==> src/rtl/dm_ctrl_if.sv <==
// Request/response bus between the MEM stage (master) and dm_ctrl (slave).
// One outstanding request at a time; completion is signalled by a done pulse.
interface dm_ctrl_if #(
    parameter int ADDR_W = 32
) ();
    logic              req;
    logic              ready;
    logic              we;
    logic [1:0]        size;
    logic              sign_ext;
    logic [ADDR_W-1:0] addr;
    logic [31:0]       wdata;
    logic [31:0]       rdata;
    logic              done;
    logic              err;

    modport master (
        output req, we, size, sign_ext, addr, wdata,
        input  ready, rdata, done, err
    );

    modport slave (
        input  req, we, size, sign_ext, addr, wdata,
        output ready, rdata, done, err
    );
endinterface

==> src/rtl/dm_ctrl.sv <==
// Load/store controller for the word-only dm_4k data memory: byte/half/word
// loads with lane select and extension, sub-word stores by read-modify-write.
//
// state     | meaning
// ----------+-----------------------------------------------------------
// ST_IDLE   | ready, waiting for a request
// ST_LOAD   | memory read of latched word, extract and extend lane
// ST_RMW_RD | read old word, merge new byte/half into merge register
// ST_WRITE  | dm_we high for one cycle, merge register on dm_din
// ST_RESP   | done pulse (err valid), back to idle
module dm_ctrl #(
    parameter int ADDR_W = 32
) (
    input  logic        clk,
    input  logic        rst_n,
    dm_ctrl_if.slave    bus,
    output logic [31:0] dm_addr_o,
    output logic [31:0] dm_din_o,
    output logic        dm_we_o,
    input  logic [31:0] dm_dout_i
);

    typedef enum logic [2:0] {
        ST_IDLE,
        ST_LOAD,
        ST_RMW_RD,
        ST_WRITE,
        ST_RESP
    } state_t;

    localparam logic [1:0] SZ_BYTE = 2'b00;
    localparam logic [1:0] SZ_HALF = 2'b01;
    localparam logic [1:0] SZ_WORD = 2'b10;

    state_t      state_q, state_d;
    logic [1:0]  off_q, off_d;
    logic [1:0]  size_q, size_d;
    logic        sext_q, sext_d;
    logic        err_q, err_d;
    logic [31:0] dm_addr_q, dm_addr_d;
    logic [31:0] merge_q, merge_d;
    logic [31:0] rdata_q, rdata_d;

    logic        misaligned;
    logic [7:0]  ld_byte;
    logic [15:0] ld_half;
    logic [31:0] lane_ext;
    logic [31:0] merged;

    always_comb begin
        case (bus.size)
            SZ_BYTE: misaligned = 1'b0;
            SZ_HALF: misaligned = bus.addr[0];
            SZ_WORD: misaligned = |bus.addr[1:0];
            default: misaligned = 1'b1;
        endcase
    end

    // Lane extraction and extension of the word currently on dm_dout.
    always_comb begin
        ld_byte  = dm_dout_i[{off_q, 3'b000} +: 8];
        ld_half  = off_q[1] ? dm_dout_i[31:16] : dm_dout_i[15:0];
        lane_ext = dm_dout_i;
        case (size_q)
            SZ_BYTE: lane_ext = {{24{sext_q & ld_byte[7]}}, ld_byte};
            SZ_HALF: lane_ext = {{16{sext_q & ld_half[15]}}, ld_half};
            default: lane_ext = dm_dout_i;
        endcase
    end

    // Old word with the addressed lane replaced; store data waits in merge_q.
    always_comb begin
        merged = dm_dout_i;
        case (size_q)
            SZ_BYTE: merged[{off_q, 3'b000} +: 8] = merge_q[7:0];
            SZ_HALF: begin
                if (off_q[1]) begin
                    merged[31:16] = merge_q[15:0];
                end else begin
                    merged[15:0] = merge_q[15:0];
                end
            end
            default: merged = merge_q;
        endcase
    end

    always_comb begin
        state_d   = state_q;
        off_d     = off_q;
        size_d    = size_q;
        sext_d    = sext_q;
        err_d     = err_q;
        dm_addr_d = dm_addr_q;
        merge_d   = merge_q;
        rdata_d   = rdata_q;
        case (state_q)
            ST_IDLE: begin
                if (bus.req) begin
                    off_d     = bus.addr[1:0];
                    size_d    = bus.size;
                    sext_d    = bus.sign_ext;
                    dm_addr_d = 32'(bus.addr[ADDR_W-1:2]);
                    merge_d   = bus.wdata;
                    if (misaligned) begin
                        err_d   = 1'b1;
                        state_d = ST_RESP;
                    end else if (!bus.we) begin
                        state_d = ST_LOAD;
                    end else if (bus.size == SZ_WORD) begin
                        state_d = ST_WRITE;
                    end else begin
                        state_d = ST_RMW_RD;
                    end
                end
            end
            ST_LOAD: begin
                rdata_d = lane_ext;
                state_d = ST_RESP;
            end
            ST_RMW_RD: begin
                merge_d = merged;
                state_d = ST_WRITE;
            end
            ST_WRITE: begin
                state_d = ST_RESP;
            end
            ST_RESP: begin
                err_d   = 1'b0;
                state_d = ST_IDLE;
            end
            default: begin
                err_d   = 1'b0;
                state_d = ST_IDLE;
            end
        endcase
    end

    always_ff @(posedge clk or negedge rst_n) begin
        if (!rst_n) begin
            state_q   <= ST_IDLE;
            off_q     <= 2'b00;
            size_q    <= 2'b00;
            sext_q    <= 1'b0;
            err_q     <= 1'b0;
            dm_addr_q <= 32'h0;
            merge_q   <= 32'h0;
            rdata_q   <= 32'h0;
        end else begin
            state_q   <= state_d;
            off_q     <= off_d;
            size_q    <= size_d;
            sext_q    <= sext_d;
            err_q     <= err_d;
            dm_addr_q <= dm_addr_d;
            merge_q   <= merge_d;
            rdata_q   <= rdata_d;
        end
    end

    // Strobes decode straight from state so reset kills an in-flight write.
    assign bus.ready = (state_q == ST_IDLE);
    assign bus.done  = (state_q == ST_RESP);
    assign dm_we_o   = (state_q == ST_WRITE);
    assign bus.err   = err_q;
    assign bus.rdata = rdata_q;
    assign dm_addr_o = dm_addr_q;
    assign dm_din_o  = merge_q;

endmodule

==> src/flat_wrapper.sv <==
// flat-port wrapper written by rule: the top's interface ports become plain ports
module dm_ctrl_flat 
#(
    parameter int ADDR_W = 32
)
  (clk, rst_n, dm_addr_o, dm_din_o, dm_we_o, dm_dout_i, bus_req, bus_we, bus_size, bus_sign_ext, bus_addr, bus_wdata, bus_ready, bus_rdata, bus_done, bus_err);
  dm_ctrl_if #(.ADDR_W(ADDR_W)) bus_i ();
  input  logic clk;
  input  logic rst_n;
  output logic [31:0] dm_addr_o;
  output logic [31:0] dm_din_o;
  output logic dm_we_o;
  input  logic [31:0] dm_dout_i;
  input wire logic [$bits(bus_i.req)-1:0] bus_req;
  input wire logic [$bits(bus_i.we)-1:0] bus_we;
  input wire logic [$bits(bus_i.size)-1:0] bus_size;
  input wire logic [$bits(bus_i.sign_ext)-1:0] bus_sign_ext;
  input wire logic [$bits(bus_i.addr)-1:0] bus_addr;
  input wire logic [$bits(bus_i.wdata)-1:0] bus_wdata;
  output wire logic [$bits(bus_i.ready)-1:0] bus_ready;
  output wire logic [$bits(bus_i.rdata)-1:0] bus_rdata;
  output wire logic [$bits(bus_i.done)-1:0] bus_done;
  output wire logic [$bits(bus_i.err)-1:0] bus_err;
  assign bus_i.req = bus_req;
  assign bus_i.we = bus_we;
  assign bus_i.size = bus_size;
  assign bus_i.sign_ext = bus_sign_ext;
  assign bus_i.addr = bus_addr;
  assign bus_i.wdata = bus_wdata;
  assign bus_ready = bus_i.ready;
  assign bus_rdata = bus_i.rdata;
  assign bus_done = bus_i.done;
  assign bus_err = bus_i.err;
  dm_ctrl #(.ADDR_W(ADDR_W)) u_core (.clk(clk), .rst_n(rst_n), .bus(bus_i), .dm_addr_o(dm_addr_o), .dm_din_o(dm_din_o), .dm_we_o(dm_we_o), .dm_dout_i(dm_dout_i));
endmodule
==> config.mk <==
export PLATFORM = sky130hd
export DESIGN_NAME = dm_ctrl_flat
export DESIGN_NICKNAME = d
export VERILOG_FILES = /design/src/rtl/dm_ctrl_if.sv /design/src/rtl/dm_ctrl.sv /design/src/flat_wrapper.sv
export SDC_FILE = /design/constraint.sdc
export NUM_CORES = 1
export LEC_CHECK = 0
export ABC_AREA = 0
export ABC_CLOCK_PERIOD_IN_PS = 2000
export CORE_ASPECT_RATIO = 0.7
export CORE_MARGIN = 3
export CORE_UTILIZATION = 41
export DETAILED_ROUTE_END_ITERATION = 10
export GPL_TIMING_DRIVEN = 0
export PLACE_DENSITY = 0.81
export SYNTH_ARGS = -nofsm -noshare
export SYNTH_HDL_FRONTEND = slang
export SYNTH_SLANG_ARGS = --single-unit
==> constraint.sdc <==
create_clock -name clk -period 2 [get_ports clk]
set_input_delay 0.4 -clock clk [delete_from_list [all_inputs] [get_ports clk]]
set_output_delay 0.4 -clock clk [all_outputs]
set_load 0.03 [all_outputs]
# [Word-level counts from Yosys, hierarchy flattened]
# Index checks and enable logic that the tools add are counted.
[totals] reg_bits=103 latch_bits=0 mem_bits_rw=0 romBits=0 inputBits=103 out_inout_bits=100 word_cells=55 mem_count=0
[classes] addsub=1 multipliers=0 n_div=0 magnitude_cmp=0 n_eq_ne=11 shift=3 mux=17 n_bitwise=3 n_reduce_logical=11
[op_table] cell="32-bit one-hot mux with 2 select lines" count=3
[op_table] cell="16-bit 2-to-1 mux" count=3
[op_table] cell="32-bit bitwise mux" count=1
[op_table] cell="32-bit 2-to-1 mux" count=1
[op_table] cell="8-bit by 7-bit variable shift with 32-bit output, first input constant" count=1
[op_table] cell="32-bit by 6-bit indexed part select with 8-bit output" count=1
[op_table] cell="8-bit by 7-bit indexed part select with 32-bit output" count=1
[op_table] cell="3-bit 2-to-1 mux" count=3
[op_table] cell="3-bit one-hot mux with 3 select lines" count=1
[op_table] cell="5-bit negator with 7-bit output" count=1
[op_table] cell="3-bit by 2-bit equality test with 1-bit output, second input constant" count=2
[op_table] cell="3-bit AND reduction" count=2
[op_table] cell="2-bit by 1-bit equality test with 1-bit output, second input constant" count=2
[op_table] cell="2-bit zero test" count=2
[op_table] cell="4-bit AND reduction" count=1
[op_table] cell="2-bit OR reduction" count=2
[op_table] cell="3-bit by 1-bit equality test with 1-bit output, second input constant" count=1
[op_table] cell="3-bit equality test, second input constant" count=1
[op_table] cell="3-bit zero test" count=1
[op_table] cell="1-bit 2-to-1 mux" count=3
[op_table] cell="3-bit by 2-bit inequality test with 1-bit output, second input constant" count=1
[op_table] cell="3-bit inequality test, second input constant" count=1
[op_table] cell="1-bit one-hot mux with 3 select lines" count=1
[op_table] cell="3-bit OR reduction" count=1
[op_table] cell="8 further kinds" count=9

# [Logic depth before layout (Yosys ltp)]
[logic_depth] ltp_word=6 mapped_depth=8

# [Worst setup path before layout]
# Ideal clock, no wire load.
[synth_timing] kind="reg2reg" start="register u_core.state_q[1]" end="register u_core.dm_addr_q[15] (netlist: u_core.dm_addr_o[15])" arrival_ps=2156 required_ps=1875 slack_ps=-280 stages_incl_launch_ff=7 n_path_buf=3 path_cell_list="dfrtp_1 -> buf_4 -> nor3_1 -> and2_1 -> buf_4 -> buf_4 -> mux2_2"
[synth_between] elab_chain_len=2
[synth_rtl] item="from (decl)" line_no="dm_ctrl.sv:35" rtl="state_t state_q, state_d;"
[synth_rtl] item="from (signal assigned)" line_no="dm_ctrl.sv:149" rtl="state_q <= state_d;"
[synth_rtl] item="3-bit zero test"
[synth_rtl] item="via bus_ready" line_no="flat_wrapper.sv:20" rtl="output wire logic [$bits(bus_i.ready)-1:0] bus_ready;"
[synth_rtl] item="2-bit AND reduction (no source line)"
[synth_rtl] item="to (signal assigned)" line_no="dm_ctrl.sv:154" rtl="dm_addr_q <= dm_addr_d;"
[synth_rtl] item="to (decl)" line_no="dm_ctrl.sv:40" rtl="logic [31:0] dm_addr_q, dm_addr_d;"
# The timed path passes the listed nets, and every way through them passes these cells.
# A chain may end at the register's enable or synchronous reset.

# [Worst setup path in the final report]
[layout_timing] start="register u_core.merge_q[0] (netlist: u_core.dm_din_o[0])" end="output port dm_din_o[0]"
[layout_lines] item="from (decl)" line_no="dm_ctrl.sv:41" rtl="logic [31:0] merge_q, merge_d;"
[layout_lines] item="from (signal assigned)" line_no="dm_ctrl.sv:155" rtl="merge_q <= merge_d;"
[layout_lines] item="to (decl)" line_no="flat_wrapper.sv:11" rtl="output logic [31:0] dm_din_o;"
# No word-level cell between the ends.

==> flow_summary_export.csv <==
group,metric,value,unit
placed_design,place_congestion,0.9259,
finish,final_common_cell,"clkdlybuf4s50_1",
setup_path,path_class,"reg -> out",
floorplanning,dieHeight,102.6,µm
timing,post-route-period-util,0.9790,
setup_path,end_kind,"output pin",
clock_network,postCtsHoldBufs,0,
placed_design,io_buffers,200,
setup_path,cp_slowest_cell,"clkdlybuf4s50_1",
timing,slew_violations,0,
pwr,leakage,3.417,nW
yosys,synth_warnings,0,
yosys,synth-compound-area-share,0.1897,
floorplanning,core,12720,µm²
run_status,status,"complete, no violations",
timing,finClkSkew,11.23,ps
clock_network,numCtsBuffers,9,
placed_design,place_ws,-429.8,ps
setup_path,crit_path_start_kind,"flip-flop",
routing,wl_per_cell,21.46,µm
placed_design,dpl_cell_area,7700,µm²
routing,firstDrtPassIters,6,
grt,grt_use_met1,0.3589,
setup_path,path_max_fanout,6,
finish,fin_util,0.6389,
routing,via_count,5255,
grt,grt-busiest-layer,"met2",
timing,fmax,0.5107,GHz
grt,antenna_found_initial,0,
setup_path,path_cells,"clkdlybuf4s50_1",
finish,final_area,8127,µm²
grt,grt.overflow.total,0,
pwr,peakVddDrop,0.001214,V
clock_network,htree_levels,3,
pwr,power.density,1841,nW/µm²
routing,drt_wl_total,19170,µm
yosys,synth_xor_area_frac,0,
placed_design,hpwl,14580,µm
timing,hold_viol,0,
setup_path,crit_start,"u_core.dm_din_o[0]",
floorplanning,initial_utilization,0.4294,
clock_network,path_clk_slew,70,ps
routing,ant_nets,0,
yosys,async_flop_share,1.000,
placed_design,placedCellCount,870,
setup_path,critical-path-max-stage-delay,730,ps
setup_path,required,1600,ps
finish,stdcell_count,893,
routing,drc,0,
finish,drive_gt1_frac,0.1792,
job,drv_cap,0,
grt,grt_first_pass_wirelength,28640,µm
clock_network,root_buffer,"clkbuf_16",
yosys,synth_edf_count,0,
routing,drt_iter0_markers,455,
setup_path,worst-path-buf-inv,1,
floorplanning,rows,34,
clock_network,cts_tree,"built",
yosys,ys_ff_latch,103,
clock_network,cts_sinks,103,
grt,grt_pass1_vias,5117,
setup_path,critPathArrivalTime,1560,ps
yosys,synth_top_family_by_area,"compound AO/OA/AOI/OAI gates",
grt,globalRouteMet3Util,0.07835,
grt,track_usage,0.2529,
timing,slew_headroom,0.5072,
grt,grt_use_met2,0.3692,
setup_path,rr_startpoint,"u_core.off_q[1]",
finish,area_growth,48.80,%
finish,n_fill_cell,974,
clock_network,worstSkewPairLatency,350,ps
setup_path,cpLargestDelayFamily,"buffers and inverters",
timing,worstMarginPinSlew,733.6,ps
yosys,synth.distinct_cells,51,
finish,diodes,0,
floorplanning,io_pins,203,
floorplanning,fp.dieW,143.9,µm
yosys,postSynthCellCount,506,
finish,final_nets,835,
floorplanning,die_area,14760,µm²
finish,final_cell_mix,"clkdlybuf4s50_1 (189), dfrtp_1 (102), nand2_1 (43)",
timing,setup_violations,0,
yosys,muxShareOfSynthArea,0.1521,
yosys,synth-simple-area-share,0.1239,
grt,grt_max_degree,59,
worst_hold_path,hold_class,"in -> async",
yosys,ys.flop_type,"dfrtp_1",
yosys,synthAdderAreaFrac,0.01145,
timing,finalSetupTns,0,ps
yosys,synth_seq_area_share,0.4719,
routing,vias_per_cell,5.885,
timing,finalWorstSetupSlack,42.07,ps
yosys,syn_avg_cell_area,10.79,µm²
yosys,syn_area,5461,µm²
clock_network,cts.path.max_buffers,2,
timing,period_minus_slack,1958,ps
## synthesized netlist by cell type, drive strengths merged, types with 2 or more instances
library cell | n | area share
ha | 5 | 0.011
a221oi | 15 | 0.024
nor3b | 4 | 0.0076
o2bb2ai | 8 | 0.013
o21a | 2 | 0.0027
a22oi | 16 | 0.022
a22o | 8 | 0.013
and3 | 2 | 0.0023
nor4bb | 2 | 0.0037
nand3b | 8 | 0.011
a31oi | 2 | 0.0023
a21oi | 33 | 0.031
buf | 27 | 0.032
nor2 | 17 | 0.012
o21ai | 20 | 0.020
nand2b | 2 | 0.0023
inv | 8 | 0.0055
mux2 | 48 | 0.10
or3b | 3 | 0.0048
o221ai | 8 | 0.013
mux2i | 26 | 0.048
a211oi | 2 | 0.0050
or3 | 2 | 0.0023
clkbuf | 18 | 0.012
o22ai | 4 | 0.0046
dfrtp | 103 | 0.47
o221a | 9 | 0.019
a221o | 7 | 0.013
nand3 | 33 | 0.030
nand2 | 45 | 0.033
nor3 | 11 | 0.010
## per-stage QoR
step,hold WS [ps],total power [mW]
2_1_floorplan,104.4,9.503
3_3_place_gp,472.3,12.71
5_1_grt,113.2,15.77
6_report,64.92,14.96
3_5_place_dp,451.8,12.93
4_1_cts,84.39,14.72
## per-layer routing
layer	vias up	part of all wire	wire, µm
met5	-	0	0
met4	0	0.030	572
met3	59	0.12	2351
met2	350	0.43	8252
met1	2509	0.42	7990
li1	2337	-	-
## state kept, by name, summed over array words and instances, names as in the netlist
register          flops
u_core.off_q          2
u_core.state_q        3
u_core.size_q         2
u_core.bus.rdata     32
u_core.dm_addr_o     30
u_core.dm_din_o      32
u_core.bus.err        1
u_core.sext_q         1
## cell type report
cell class	instances	area [µm²]	share of cell area
buffer	44	257.7	0.03172
clock buffer	9	225.2	0.02771
clock inverter	6	60.06	0.007390
inverter	8	32.53	0.004003
multi-input combinational	351	2676	0.3293
sequential	103	2579	0.3173
tap	162	202.7	0.02494
timing repair buffer	210	2093	0.2576
## repair_timing
item | 4_1_cts | 5_1_grt
setup buffers | 2 | 7
pin swaps | 2 | 3
endpoints found under the setup margin | 61 | 46
resized for setup | 21 | 19
endpoints found under the hold margin | 0 | 0
## where the power goes
group | leakage, nW | internal [mW] | switching, mW
Combinational | 2.06 | 4.03 | 5.22
Clock | 0.138 | 0.859 | 0.826
Sequential | 1.22 | 3.15 | 0.871
Total | 3.42 | 8.04 | 6.92
## cell families after synthesis
logic type,count (synthesis)
buffers and inverters,53
AOI/OAI and AO/OA,137
adders and majority gates,5
other,1
DFF,103
and+or+nand+nor,133
muxes,74
## final timing paths
| check | end | slack (ps) | depth (start not counted) |
|---|---|---|---|
| worst max-delay path | dm_din_o[0] | 40 | 1 |
| worst min-delay path | u_core.dm_din_o[2] | 60 | 1 |
| worst max register to register | u_core.bus.rdata[5] | 60 | 6 |
| worst min register to register | u_core.bus.rdata[21] | 490 | 2 |
| max in group asynchronous | u_core.dm_addr_o[4] | 1240 | 2 |
| min in group clk | u_core.bus.rdata[21] | 490 | 2 |
(Power assumes the default switching activity.)
